**config.mk**
```make
export PLATFORM = sky130hd
export DESIGN_NAME = pe_group_sched
export DESIGN_NICKNAME = d
export VERILOG_FILES = /design/src/rtl/pe_group_sched.sv
export SDC_FILE = /design/constraint.sdc
export NUM_CORES = 1
export LEC_CHECK = 0
export CAP_MARGIN = 25
export CORE_ASPECT_RATIO = 0.7
export CORE_MARGIN = 5
export CORE_UTILIZATION = 50
export DETAILED_ROUTE_END_ITERATION = 8
export PLACE_DENSITY = 0.81
export SYNTH_ARGS = -nofsm -noshare
export SYNTH_HDL_FRONTEND = slang
export SYNTH_SLANG_ARGS = --single-unit
```
**constraint.sdc**
```tcl
create_clock -name clk -period 4.13 [get_ports clk]
set_input_delay 1.0325 -clock clk [delete_from_list [all_inputs] [get_ports clk]]
set_output_delay 1.0325 -clock clk [all_outputs]
set_load 0.01 [all_outputs]
```
**src/rtl/pe_group_sched.sv**
```systemverilog
// Sequencer for one 6-MAC PE group: credit-gated operand issue, multi-pass
// accumulation of group sums, and a small result FIFO toward writeback.
module pe_group_sched #(
    parameter int unsigned ADDR_W     = 12,
    parameter int unsigned RD_LAT     = 1,
    parameter int unsigned PE_LAT     = 3,
    parameter int unsigned ACC_W      = 24,
    parameter int unsigned FIFO_DEPTH = 4
) (
    input  logic              clk,
    input  logic              rst,
    input  logic              start,
    input  logic [3:0]        layer,
    input  logic [15:0]       cfg_num_out,
    input  logic [5:0]        cfg_num_pass,
    output logic              busy,
    output logic              done,
    output logic              cfg_err,
    output logic              buf_rd_en,
    output logic [ADDR_W-1:0] ifmap_addr,
    output logic [5:0]        wt_addr,
    output logic              pe_en,
    output logic [3:0]        pe_layer,
    input  logic [18:0]       groupsum_in1,
    input  logic [18:0]       groupsum_in2,
    output logic              res_valid,
    input  logic              res_ready,
    output logic [ACC_W-1:0]  res_data1,
    output logic [ACC_W-1:0]  res_data2,
    output logic [15:0]       res_idx
);
    localparam int unsigned LAT   = RD_LAT + PE_LAT;
    localparam int unsigned PTR_W = $clog2(FIFO_DEPTH);
    localparam int unsigned CNT_W = PTR_W + 1;

    typedef enum logic [1:0] {ST_IDLE, ST_ISSUE, ST_DRAIN, ST_DONE} state_t;

    typedef struct packed {
        logic        valid;
        logic        first;
        logic        last;
        logic [15:0] idx;
    } tag_t;

    typedef struct packed {
        logic [ACC_W-1:0] d1;
        logic [ACC_W-1:0] d2;
        logic [15:0]      idx;
    } res_t;

    state_t            state, state_d;
    logic [15:0]       num_out_q, out_cnt, out_cnt_d;
    logic [5:0]        num_pass_q, pass_cnt, pass_cnt_d;
    logic [ADDR_W-1:0] addr_cnt, addr_cnt_d;
    logic              issue_c, first_c, last_c, load_cfg_c, err_c, legal_c, credit_c;
    logic              pipe_busy_c, push_c, pop_c;
    tag_t              iss_tag, exit_tag;
    tag_t              tag_pipe [LAT];
    logic [RD_LAT-1:0] en_pipe;
    logic [CNT_W-1:0]  fifo_count, fifo_count_d, pending, pending_d;
    res_t              fifo_mem [FIFO_DEPTH];
    res_t              push_data;
    logic [PTR_W-1:0]  wr_idx;
    logic [ACC_W-1:0]  acc1, acc2, ext1, ext2, sum1, sum2;

    assign legal_c  = (layer == 4'd1) || (layer == 4'd5);
    // An output may only start if every started output already has a FIFO slot.
    assign credit_c = ({1'b0, fifo_count} + {1'b0, pending}) < (CNT_W + 1)'(FIFO_DEPTH);

    always_ff @(posedge clk or negedge rst) begin
        if (!rst) state <= ST_IDLE;
        else      state <= state_d;
    end

    always_comb begin
        state_d    = state;
        issue_c    = 1'b0;
        load_cfg_c = 1'b0;
        err_c      = 1'b0;
        out_cnt_d  = out_cnt;
        pass_cnt_d = pass_cnt;
        addr_cnt_d = addr_cnt;
        first_c    = (pass_cnt == 6'd0);
        last_c     = (pass_cnt == num_pass_q - 6'd1);
        case (state)
            ST_IDLE: begin
                if (start) begin
                    if (!legal_c) begin
                        err_c = 1'b1;
                    end else begin
                        load_cfg_c = 1'b1;
                        out_cnt_d  = '0;
                        pass_cnt_d = '0;
                        addr_cnt_d = '0;
                        state_d    = (cfg_num_out == 16'd0 || cfg_num_pass == 6'd0) ? ST_DONE : ST_ISSUE;
                    end
                end
            end
            ST_ISSUE: begin
                issue_c = !first_c || credit_c;
                if (issue_c) begin
                    addr_cnt_d = addr_cnt + ADDR_W'(1);
                    if (last_c) begin
                        pass_cnt_d = '0;
                        out_cnt_d  = out_cnt + 16'd1;
                        if (out_cnt == num_out_q - 16'd1) state_d = ST_DRAIN;
                    end else begin
                        pass_cnt_d = pass_cnt + 6'd1;
                    end
                end
            end
            ST_DRAIN: begin
                if (!pipe_busy_c && fifo_count == '0) state_d = ST_DONE;
            end
            ST_DONE:  state_d = ST_IDLE;
            default:  state_d = ST_IDLE;
        endcase
    end

    always_comb begin
        pipe_busy_c = iss_tag.valid;
        for (int unsigned i = 0; i < LAT; i++) pipe_busy_c = pipe_busy_c | tag_pipe[i].valid;
    end

    // Capture path: the tag leaving the pipeline marks the cycle the group sum is valid.
    always_comb begin
        exit_tag         = tag_pipe[LAT-1];
        ext1             = ACC_W'($signed(groupsum_in1));
        ext2             = (pe_layer == 4'd5) ? ACC_W'($signed(groupsum_in2)) : '0;
        sum1             = exit_tag.first ? ext1 : acc1 + ext1;
        sum2             = exit_tag.first ? ext2 : acc2 + ext2;
        push_c           = exit_tag.valid && exit_tag.last;
        pop_c            = res_valid && res_ready;
        push_data.d1     = sum1;
        push_data.d2     = sum2;
        push_data.idx    = exit_tag.idx;
        wr_idx           = PTR_W'(fifo_count - CNT_W'(pop_c));
        fifo_count_d     = fifo_count + CNT_W'(push_c) - CNT_W'(pop_c);
        pending_d        = pending + CNT_W'(issue_c && first_c) - CNT_W'(push_c);
    end

    always_ff @(posedge clk or negedge rst) begin
        if (!rst) begin
            busy       <= 1'b0;
            done       <= 1'b0;
            cfg_err    <= 1'b0;
            buf_rd_en  <= 1'b0;
            ifmap_addr <= '0;
            wt_addr    <= '0;
            pe_layer   <= '0;
            num_out_q  <= '0;
            num_pass_q <= '0;
            out_cnt    <= '0;
            pass_cnt   <= '0;
            addr_cnt   <= '0;
            iss_tag    <= '0;
            en_pipe    <= '0;
            acc1       <= '0;
            acc2       <= '0;
            fifo_count <= '0;
            pending    <= '0;
            res_valid  <= 1'b0;
            for (int unsigned i = 0; i < LAT; i++)        tag_pipe[i] <= '0;
            for (int unsigned i = 0; i < FIFO_DEPTH; i++) fifo_mem[i] <= '0;
        end else begin
            busy      <= (state_d != ST_IDLE);
            done      <= (state_d == ST_DONE);
            cfg_err   <= err_c;
            buf_rd_en <= issue_c;
            if (issue_c) begin
                ifmap_addr <= addr_cnt;
                wt_addr    <= pass_cnt;
            end
            if (load_cfg_c) begin
                pe_layer   <= layer;
                num_out_q  <= cfg_num_out;
                num_pass_q <= cfg_num_pass;
            end
            out_cnt       <= out_cnt_d;
            pass_cnt      <= pass_cnt_d;
            addr_cnt      <= addr_cnt_d;
            iss_tag.valid <= issue_c;
            iss_tag.first <= first_c;
            iss_tag.last  <= last_c;
            iss_tag.idx   <= out_cnt;
            en_pipe[0]    <= buf_rd_en;
            for (int unsigned i = 1; i < RD_LAT; i++) en_pipe[i] <= en_pipe[i-1];
            tag_pipe[0] <= iss_tag;
            for (int unsigned i = 1; i < LAT; i++) tag_pipe[i] <= tag_pipe[i-1];
            if (exit_tag.valid) begin
                acc1 <= sum1;
                acc2 <= sum2;
            end
            // Shift-style FIFO keeps the head in entry 0 so result ports come straight from flops.
            if (pop_c) begin
                for (int unsigned i = 0; i < FIFO_DEPTH - 1; i++) fifo_mem[i] <= fifo_mem[i+1];
            end
            if (push_c) fifo_mem[wr_idx] <= push_data;
            fifo_count <= fifo_count_d;
            pending    <= pending_d;
            res_valid  <= (fifo_count_d != '0);
        end
    end

    assign pe_en     = en_pipe[RD_LAT-1];
    assign res_data1 = fifo_mem[0].d1;
    assign res_data2 = fifo_mem[0].d2;
    assign res_idx   = fifo_mem[0].idx;

endmodule

```
## Yosys cells after proc, flatten, opt, wreduce, memory -nomap -nowiden

Cells that the tools add are included.

- $add $sub $neg: 13
- Muxes and demuxes: 37
- $lt $le $gt $ge: 3
- Reductions and logical operators: 20
- Equal/unequal tests: 13
- Bitwise operators: 5

Operator list:

| kind | count |
|---|---|
| bitwise mux 256 bit | 1 |
| 2-to-1 mux 256 bit | 1 |
| 2-to-1 mux 192 bit | 1 |
| demux 64 bit (select 2 bit) | 1 |
| 2-to-1 mux 24 bit | 3 |
| 2-to-1 mux 16 bit | 4 |
| 2-to-1 mux 64 bit | 1 |
| adder 24 bit | 2 |
| 2-to-1 mux 12 bit | 3 |
| one-hot mux 16 bit (2 select lines) | 1 |
| 2-to-1 mux 6 bit | 4 |
| one-hot mux 12 bit (2 select lines) | 1 |
| adder 16 x 1 -> 16 bit (second input constant) | 1 |
| equality test 16 bit | 1 |
| logical NOT 16 bit | 1 |
| subtractor 16 x 1 -> 16 bit (second input constant) | 1 |
| 2-to-1 mux 2 bit | 7 |
| adder 12 x 1 -> 12 bit (second input constant) | 1 |
| logical NOT 6 bit | 2 |
| one-hot mux 6 bit (2 select lines) | 1 |
| equality test 4 x 3 -> 1 bit (second input constant) | 2 |
| inequality test 2 bit (second input constant) | 4 |
| one-hot mux 2 bit (4 select lines) | 1 |
| 2-to-1 mux 1 bit | 7 |
| 24 further kinds | 39 |

- Input bits: 68
- Output and inout bits: 92
- Logic and storage cells: 140
- Flip-flop bits (word level): 489

## Longest topological paths before layout

- Word-level depth: 9
- Depth in mapped cells: 14
- Mapped depth without buffers: 12

## Worst setup path before layout

OpenSTA, ideal clock, no wires.

- Path kind: input to register
- From: input port res_ready
- To: register fifo_mem (netlist bit res_data1[0])
- Path buffers: 6
- Setup slack: 490 ps
- Arrival: 3499 ps
- Stages: 13
- Data required time: 3989 ps
- Cell sequence: nand2_1 inv_1 clkbuf_1 clkbuf_1 ha_1 inv_1 ha_1 clkbuf_1 or3_1 clkbuf_1 clkbuf_1 clkbuf_1 a31oi_1

- Word-level cells in the longest chain between the ends: 9
- Elaborated cells on any way between the ends: 11

RTL lines:

| element | line | RTL |
|---|---|---|
| start, declared | 27 | `input logic res_ready,` |
| logical AND 1 bit (*) | 133 | `pop_c = res_valid && res_ready;` |
| subtractor 2 x 1 -> 2 bit | 137 | `wr_idx = PTR_W'(fifo_count - CNT_W'(pop_c));` |
| inverter 2 -> 3 bit (not written as such) | 198 | `if (push_c) fifo_mem[wr_idx] <= push_data;` |
| greater-or-equal comparator 3 bit (not written as such) / < comparator 3 x 1 -> 1 bit (equally long branches) | 198 |  |
| logical AND 1 bit (not written as such) | 198 |  |
| 2-to-1 mux 64 bit (not written as such) | 198 |  |
| demux 64 bit (select 2 bit) | 198 |  |
| bitwise mux 256 bit | 198 |  |
| 2-to-1 mux 256 bit (*) | 198 |  |
| end signal, assigned by index | 198 |  |
| end, declared | 61 | `res_t fifo_mem [FIFO_DEPTH];` |

Every way passes the cells marked *; elsewhere a longest branch is shown, timed or not.
A chain may end at the register's enable or synchronous reset.

## Final worst setup path

- From: register pe_layer[1]
- To: register fifo_mem (netlist bit res_data2[23])

- Word-level cells in the longest chain between the ends: 6

RTL lines:

| element | line | RTL |
|---|---|---|
| start, declared | 23 | `output logic [3:0] pe_layer,` |
| start signal, assigned | 175 | `pe_layer <= layer;` |
| equality test 4 x 3 -> 1 bit (*) | 129 | `ext2 = (pe_layer == 4'd5) ? ACC_W'($signed(groupsum_in2)) : '0;` |
| 2-to-1 mux 24 bit (*) | 129 |  |
| adder 24 bit | 131 | `sum2 = exit_tag.first ? ext2 : acc2 + ext2;` |
| 2-to-1 mux 24 bit (*) | 131 |  |
| bitwise mux 256 bit (*) | 198 |  |
| 2-to-1 mux 256 bit (*) | 198 |  |

Marks and branches as above.

==> flow_summary.json <==
{
  "status": "finished clean",
  "viasPerCell": 5.68,
  "worst-path-buf-inv": 2,
  "ff_latch_area_mm2": 0.0122,
  "place_ws_ns": -0.0787,
  "drv_cap": 0,
  "worstSetupPathType": "register to register",
  "synth_top_flop_cell": "dfrtp_1",
  "synthTopCellsByArea": "dfrtp_1 53%, nand2_1 10%, a21oi_1 3.9%",
  "period_needed_ns": 3.70,
  "cts_tree": "yes",
  "cp_data_required_time_ns": 4.57,
  "finalNetCount": 2687,
  "cts-htree-levels": 2,
  "postCtsResizedCells": 0,
  "cp.arrival_ns": 4.14,
  "slowest_stage": "dfrtp_1",
  "numCtsBuffers": 47,
  "grt_max_degree": 193,
  "clk_pin_slew_worst_paths_ns": 0.06,
  "max_slew_margin_pct": 27.6,
  "gp_congestion": 0.902,
  "power_mw": 19.8,
  "clock_path_buffers": 3,
  "hpwl_mm": 36.4,
  "num_rows": 66,
  "grt-ovfl-total": 0,
  "seq_area_frac_synth_pct": 52.7,
  "wirelength_mm": 57.0,
  "ys_types": 75,
  "hold_class": "register to register",
  "cts_num_sinks": 489,
  "synth_most_common_cell": "nand2_1",
  "ys_async_sr_fraction_pct": 100,
  "pwr_density_cell_mw_per_mm2": 743,
  "core-area_mm2": 0.0462,
  "drt_iter0_drc": 1903,
  "multi_input_area_mm2": 0.00986,
  "hold_viol": 0,
  "syn_avg_cell_area_um2": 9.25,
  "fin_ws_ns": 0.429,
  "finalCritPeriodShare_pct": 89.6,
  "antenna_found_initial": 2,
  "grt_pass1_wl_mm": 94.6,
  "drive_above_1_share_pct": 7.29,
  "synth_common_cells": "626 x nand2_1, 489 x dfrtp_1, 200 x nor2_1",
  "grt_pass1_vias": 18300,
  "critPathTopFamily": "compound AO/OA/AOI/OAI gates",
  "synth_cells": 2512,
  "fin_skew_ns": 0.0282,
  "crit_path_max_incr_delay_ns": 0.43,
  "port_buffers": 159,
  "path_cells": "nor4bb_4, buf_4, and2_1, ha_1, a211oi_1, o31a_1, buf_4, o21a_1, o21ai_1, a21oi_1, or3b_1, xnor2_1, a21oi_1",
  "yosysTopAreaCellShare_pct": 52.7,
  "fmax_ghz": 0.270,
  "vdd_ir_drop_max_mv": 0.360,
  "grt_util_all_layers_pct": 22.3,
  "dieArea_mm2": 0.0509,
  "area_delta_synth_final_pct": 15.0,
  "clk_latency_ns": 0.59,
  "drtAntennaViolNets": 0,
  "ys_seq_elements": 489,
  "syn_area_mm2": 0.0232,
  "worst_slew_pin_slew_ns": 1.09,
  "post_cts_buffers": 0,
  "synth_top_cell_by_area": "dfrtp_1",
  "fp.dieW_um": 268,
  "synth_nets": 2643,
  "slew_violations": 0,
  "yosysWarnings": 0,
  "die_y_um": 190,
  "root_buffer": "clkbuf_16",
  "leakagePower_nw": 12.4,
  "fillers": 3801,
  "initial_core_util_pct": 50.3,
  "postCtsHoldBufs": 0,
  "crit_path_start_kind": "register",
  "synth_edf_count": 0,
  "crit_path_end_kind": "register",
  "dr.pass1.iters": 6,
  "drc_errors": 0,
  "via_count": 18200,
  "rsz0062_at_grt": "no",
  "io_pins": 160,
  "cp_max_fo": 19,
  "wl_per_cell_um": 17.8,
  "setup-violations-final": 0
}
## worst paths after layout
path	startpoint	end	slack, ns	cells after the start
max	pe_layer[1]	res_data2[23]	0.43	13
min	tag_pipe[42]	tag_pipe[23]	0.34	0
max reg2reg	pe_layer[1]	res_data2[23]	0.43	13
min reg2reg	tag_pipe[42]	tag_pipe[23]	0.34	0
max in group asynchronous	rst	fifo_mem[73]	2.59	2
min in group asynchronous	rst	fifo_mem[155]	0.49	1
## metrics by stage
stage	utilization [%]	area, um2	hold WS, ns	instances	TNS (ns)
after floorplan	-	23200	0.331	2512	0
after CTS	57.9	26700	0.345	3203	0
after global routing	57.9	26700	0.352	3204	0
final	57.9	26700	0.343	3204	0
after global placement	54.3	25100	0.332	3119	0
after detailed placement	54.3	25100	0.335	3119	-0.244
## cell usage in the layout, fill, tap and decap left out, types with 31 or more instances in the layout
master,Yosys,final
nand2_1,626,624
dfrtp_1,489,487
nor2_1,200,199
a21oi_1,183,182
clkdlybuf4s50_1,0,158
a31oi_1,110,110
and3_1,108,107
o21ai_0,85,85
ha_1,59,59
xnor2_1,51,51
clkbuf_16,0,47
xor2_1,42,42
inv_1,40,39
mux2_2,31,31
## where the power goes
| group | switching (mW) | leakage (nW) | internal (mW) | total (mW) |
|---|---|---|---|---|
| Sequential | 1.14 | 6.39 | 6.36 | 7.49 |
| Combinational | 4.42 | 5.20 | 3.43 | 7.85 |
| Clock | 1.92 | 0.807 | 2.58 | 4.50 |
## cell type report
cell class / instances / area share, %
Antenna cell: 1 / 0.00936
Clock buffer: 63 / 5.08
Clock inverter: 21 / 1.04
Inverter: 40 / 0.581
Multi-Input combinational cell: 1777 / 36.9
Sequential cell: 489 / 45.8
Tap cell: 612 / 2.87
Timing Repair Buffer: 201 / 7.72
## worst register-to-register path, stage by stage (launching register included)
cell	delay (ns)
dfrtp_1	0.43
nor4bb_4	0.31
buf_4	0.27
and2_1	0.26
ha_1	0.31
a211oi_1	0.12
o31a_1	0.31
buf_4	0.15
o21a_1	0.23
o21ai_1	0.25
a21oi_1	0.13
or3b_1	0.38
xnor2_1	0.29
a21oi_1	0.13
## kinds of logic (layout without fill, tap and decap cells)
logic type	after synthesis	in the layout	synth area share (%)
AO/OA/AOI/OAI	490	490	12.6
buffers and inverters	246	325	5.11
XOR/XNOR	93	93	3.51
adder cells (fa/ha/maj)	63	63	3.52
multiplexers	47	47	2.19
AND/OR/NAND/NOR	1084	1084	20.4
flip-flops	489	489	52.7
other	0	1	0
## per-layer routing
| layer | GRT usage, % | vias up | wire length (um) |
|---|---|---|---|
| li1 | - | 8540 | - |
| met4 | 6.33 | 2 | 1460 |
| met3 | 4.53 | 128 | 4040 |
| met5 | 0 | - | 15 |
| met2 | 34.5 | 596 | 25600 |
| met1 | 32.2 | 8918 | 25900 |
(Power assumes the default switching activity.)
==> edit 1: new RTL, config.mk and constraints unchanged <==
Encoding of `state_t`: now one-hot (4 bits for 4 states).
--- a/src/rtl/pe_group_sched.sv
+++ b/src/rtl/pe_group_sched.sv
@@ -35,3 +35,3 @@
 
-    typedef enum logic [1:0] {ST_IDLE, ST_ISSUE, ST_DRAIN, ST_DONE} state_t;
+    typedef enum logic [3:0] {ST_IDLE = 4'b0001, ST_ISSUE = 4'b0010, ST_DRAIN = 4'b0100, ST_DONE = 4'b1000} state_t;
 
Formal check against the unedited RTL: same outputs for any inputs over 4 cycles, from zero or initial values and one cycle with rst low; so few cycles prove little.
==> edit 1 against the unedited design <==
Sequential cell count is 2 higher; synthesized area is 0.38% higher; worst setup slack worse by 0.20 ns; clock skew is 0.0074 ns lower; routed wire length is 3.0% higher; critical path depth is 2 higher; core utilization is 0.26 points higher; cell area is 0.80% higher; worst hold slack better by 0.0030 ns.
Power is not compared: it rests on default switching activity, and its combinational part moved more than twofold at a synthesized area within 25%.
==> edit 1: results (changes against the unedited design) <==
The area taken by flip-flops and latches was 12290 um2 (was 12240 um2); the initial antenna violation count was 0 (was 2). The portion of the clock cycle consumed by the worst path in the final layout is 0.9456 (was 0.8962), and the maximum fanout along the worst path is 8 (was 19). Non-clock inverter count in the final layout: 52 (was 40). The number of standard cells in the final layout excluding fillers is 3237 (was 3204).

The number of different library cells in the post-synthesis netlist was 81 (was 75). For the post-placement worst setup slack, the log shows -0.2064 ns (was -0.07867 ns). The number of vias per cell after detailed routing is 5.739 (was 5.675), and the proportion of cell area spent on the clock network is 0.05954 (was 0.06119).

The tools report the beginning of the worst hold path as tag_pipe[30] (was tag_pipe[42]). The run gives 0.57 ns (was 0.59 ns) as the insertion delay of the later-clocked pin in the worst-skew pair. Leading cell types by total area after synthesis: sky130_fd_sc_hd__dfrtp_1, sky130_fd_sc_hd__nand2_1, sky130_fd_sc_hd__a31oi_1 (was sky130_fd_sc_hd__dfrtp_1, sky130_fd_sc_hd__nand2_1, sky130_fd_sc_hd__a21oi_1). The logs give 3145 (was 3119) for the number of placed instances, taps included and 3711 (was 3801) for the number of fillers in the final layout.

The fraction of layout instances using a drive strength above 1 is 0.08381 (was 0.07294), and the number of flip-flops and latches in the synthesized netlist is 491 (was 489). The number of multi-input combinational cells is 1780 (was 1777). The run gives 65 (was 63) as the layout clock buffer count.

Detailed-route wire length per cell: 18.14 um (was 17.79 um). Capture endpoint of the worst hold path: exit_tag[11] (was tag_pipe[23]). The number of global-route vias before repair is 18174 (was 18335), and the non-clock buffer total of the final layout is 214 (was 201). The mean area per synthesized cell came out at 9.259 um2 (was 9.250 um2). Commonest cells in the synthesized netlist: sky130_fd_sc_hd__nand2_1, sky130_fd_sc_hd__dfrtp_1, sky130_fd_sc_hd__nor2_1 (unchanged).

The critical path data arrival time is 4.35 ns (was 4.14 ns), and the worst clock skew on the final layout is 0.02073 ns (was 0.02818 ns). For the flop-to-flop setup slack, the log shows 0.22 ns (was 0.43 ns). The run gives 0.2244 (was 0.2226) as the overall routing resource usage. The timing startpoint of the critical path was pe_layer[3] (was pe_layer[1]).

The final-layout worst hold slack came out at 0.3459 ns (was 0.3429 ns). For the weighted congestion at the end of routability-driven global placement, the log shows 0.9224 (was 0.9020). The non-clock buffer contribution to total cell area is 0.08096 (was 0.07716), and the half-perimeter wire length of the detailed placement result is 37.41 mm (was 36.38 mm).

The measured slew at the worst slew-check pin is 0.9751 ns (was 1.086 ns). The number of DRC violations after detailed-routing iteration 0 came out at 2046 (was 1903). The worst reg2reg path depth is 15 (was 13). The flow ran to the end, and the final reports show no timing, DRC or antenna violations.
-- edit 1: cell count changes after synthesis, moves of 29 or more --
| cell | delta |
|---|---|
| sky130_fd_sc_hd__a31oi_1 | +42 |
| sky130_fd_sc_hd__nor2_1 | +42 |
| sky130_fd_sc_hd__a21oi_1 | -63 |
| sky130_fd_sc_hd__nand2_1 | +29 |
| sky130_fd_sc_hd__and3_1 | -47 |
-- edit 1: per-layer routing --
metal / share of wire / vias up / track usage
met5: 0 / - / 0
met4: 0.025 / 0 / 0.06675
met3: 0.086 / 99 / 0.04876
met2: 0.45 / 813 / 0.3422
met1: 0.44 / 9074 / 0.3252
li1: - / 8590 / -
-- edit 1: worst max-delay path by stage --
stage | end | cells after the start
floorplan | register | 14
global placement | fifo_mem[166] | 14
detailed placement | fifo_mem[102] | 14
CTS | fifo_mem[102] | 15
global route | fifo_mem[102] | 15
finish | fifo_mem[102] | 15
-- edit 1: where the power goes --
group	internal, mW	leakage, nW	switching, mW
clock network	2.58	0.775	1.89
registers	5.28	6.48	0.464
logic	1.33	5.40	1.98
total	9.19	12.7	4.34
-- edit 1: cells by family (layout without fill, tap and decap cells) --
family | count (synthesis) | count (layout) | share of synthesized area
adders and majority gates | 63 | 63 | 0.03508
DFF | 491 | 491 | 0.5268
muxes | 56 | 56 | 0.02639
buffers and inverters | 248 | 354 | 0.05123
xor gates and xnor gates | 92 | 92 | 0.03487
and+or+nand+nor | 1110 | 1110 | 0.2027
AOI/OAI and AO/OA | 459 | 459 | 0.1229
-- edit 1: repair_timing --
action,in CTS,in global routing
resized for setup,0,2
buffers inserted,0,2
endpoints found under the setup margin,0,12
hold buffers,0,0
-- edit 1: through the flow --
stage | util | area, um2
6_report | 0.5815 | 26940
5_1_grt | 0.5815 | 26940
4_1_cts | 0.5802 | 26880
3_5_place_dp | 0.5456 | 25280
3_3_place_gp | 0.5456 | 25280
2_1_floorplan | - | 23320
-- edit 1: critical path, cell delays in order (launching register included) --
cell and delay [ns]:
sky130_fd_sc_hd__dfrtp_1 0.42, sky130_fd_sc_hd__nor4bb_4 0.39, sky130_fd_sc_hd__buf_6 0.22, sky130_fd_sc_hd__and2_1 0.18, sky130_fd_sc_hd__ha_1 0.18, sky130_fd_sc_hd__inv_1 0.06, sky130_fd_sc_hd__fa_1 0.37, sky130_fd_sc_hd__nor2b_1 0.15
sky130_fd_sc_hd__o21ai_0 0.13, sky130_fd_sc_hd__a21boi_1 0.25, sky130_fd_sc_hd__o211ai_2 0.25, sky130_fd_sc_hd__a31oi_2 0.24, sky130_fd_sc_hd__nor3_1 0.08, sky130_fd_sc_hd__o21ai_1 0.14, sky130_fd_sc_hd__mux2_2 0.40, sky130_fd_sc_hd__a221oi_1 0.31
==> edit 2: new RTL, same settings <==
Made on the original files. The parameter `PE_LAT` goes from 3 to 2.
--- a/src/rtl/pe_group_sched.sv
+++ b/src/rtl/pe_group_sched.sv
@@ -5,3 +5,3 @@
     parameter int unsigned RD_LAT     = 1,
-    parameter int unsigned PE_LAT     = 3,
+    parameter int unsigned PE_LAT     = 2,
     parameter int unsigned ACC_W      = 24,
Formal check against the unedited RTL: not equivalent (a bounded check fails within 10 cycles, from zero or initial values and one cycle with rst low).
==> edit 2 against the unedited design <==
Power shrank 0.40%; synthesized area fell by 0.57%; sequential cell count fell by 19; global-route usage rose by 1.3 points; largest cell class unchanged; worst setup slack better by 0.061 ns; combinational power rose by 4.8%; die area fell by 0.54%; routed wire length up 4.6%; critical path depth is 1 lower; first-iteration DRC count is 11% lower; cell area hardly changed; fmax grew 1.7%.
==> edit 2: results (changes against the unedited design) <==
The category of cells accounting for the largest share of critical-path delay was simple AND/OR/NAND/NOR gates (was compound AO/OA/AOI/OAI gates). The detailed-route wire length per cell works out to 18.37 um (was 17.79 um). The run gives 0.49 ns (was 0.43 ns) as the flop-to-flop setup slack. The flow ran to the end, and the final reports show no timing, DRC or antenna violations.

The measured slew at the worst slew-check pin was 1.025 ns (was 1.086 ns); the initial antenna violation count was 3 (was 2). The multiplexer area fraction after synthesis came out at 0.02497 (was 0.02192). The fraction of layout instances using a drive strength above 1 works out to 0.07646 (was 0.07294).

The run gives 4.10 ns (was 4.14 ns) as the critical path data arrival time. The compound-cell area share of the yosys netlist is 0.1356 (was 0.1260), and the half-perimeter wire length of the detailed placement result is 38.63 mm (was 36.38 mm). For the number of placed instances, taps included, the log shows 3164 (was 3119).

Commonest cells in the synthesized netlist: sky130_fd_sc_hd__nand2_1, sky130_fd_sc_hd__dfrtp_1, sky130_fd_sc_hd__nor2_1 (unchanged). The post-placement worst setup slack is -0.003117 ns (was -0.07867 ns), and the number of fillers in the final layout is 3714 (was 3801). The worst ir drop on vdd is 0.3716 mV (was 0.3597 mV), and the post-route cell area is 26700 um2 (was 26720 um2). The mean area per synthesized cell was 9.067 um2 (was 9.250 um2).

The adder and majority gate portion of the synthesized area was 0.03542 (was 0.03522); the worst reg2reg path depth was 12 (was 13). The detailed-route wire length is 59.61 mm (was 57.01 mm). The run gives 83 (was 75) as the number of different library cells in the post-synthesis netlist. The number of vias per cell after detailed routing is 5.779 (was 5.675), and the length of the first detailed-routing pass in iterations is 5 (was 6).

The number of global-route vias before repair is 18940 (was 18335). For the maximum clock frequency, the log shows 274.7 MHz (was 270.2 MHz). The count of antenna diodes in the layout is 0 (was 1).

Leading cell types by total area after synthesis: sky130_fd_sc_hd__dfrtp_1, sky130_fd_sc_hd__nand2_1, sky130_fd_sc_hd__a21oi_1 (unchanged).
## edit 2: cell types whose count changed after synthesis, moves of 9 or more
cell | before | now
sky130_fd_sc_hd__a21o_1 | 19 | 34
sky130_fd_sc_hd__nor2_1 | 200 | 212
sky130_fd_sc_hd__dfrtp_1 | 489 | 470
sky130_fd_sc_hd__nand2_1 | 626 | 646
sky130_fd_sc_hd__xnor2_1 | 51 | 39
sky130_fd_sc_hd__nand3_1 | 17 | 33
sky130_fd_sc_hd__a21oi_1 | 183 | 172
sky130_fd_sc_hd__mux2i_1 | 16 | 25
## edit 2: layout make-up
| class | instances | share of cell area |
|---|---|---|
| sequential | 470 | 0.4406 |
| multi-input combinational | 1834 | 0.3838 |
| timing repair buffer | 216 | 0.08191 |
| clock buffer | 57 | 0.04499 |
| tap | 603 | 0.02826 |
| clock inverter | 24 | 0.01448 |
| inverter | 41 | 0.005951 |
## edit 2: layer usage
layer / part of all wire / track usage / vias up
met3: 0.081 / 0.05016 / 98
met2: 0.45 / 0.3623 / 717
met5: 0.00062 / 0 / -
met1: 0.45 / 0.3399 / 9202
met4: 0.022 / 0.06596 / 6
li1: - / - / 8731
## edit 2: how the worst min path moves through the flow
stage	from	endpoint	slack [ns]	depth (start not counted)
2_1_floorplan	tag_pipe[19]	exit_tag[0]	0.33	0
3_3_place_gp	tag_pipe[20]	exit_tag[1]	0.33	0
3_5_place_dp	iss_tag[5]	tag_pipe[43]	0.33	0
4_1_cts	tag_pipe[43]	tag_pipe[24]	0.35	0
5_1_grt	tag_pipe[43]	tag_pipe[24]	0.35	0
6_report	tag_pipe[43]	tag_pipe[24]	0.35	0
## edit 2: where the power goes
part           internal [mW]  total [mW]  switching (mW)
Combinational           3.50        8.23            4.74
Clock                   2.65        4.49            1.84
Sequential              6.03        7.04            1.01
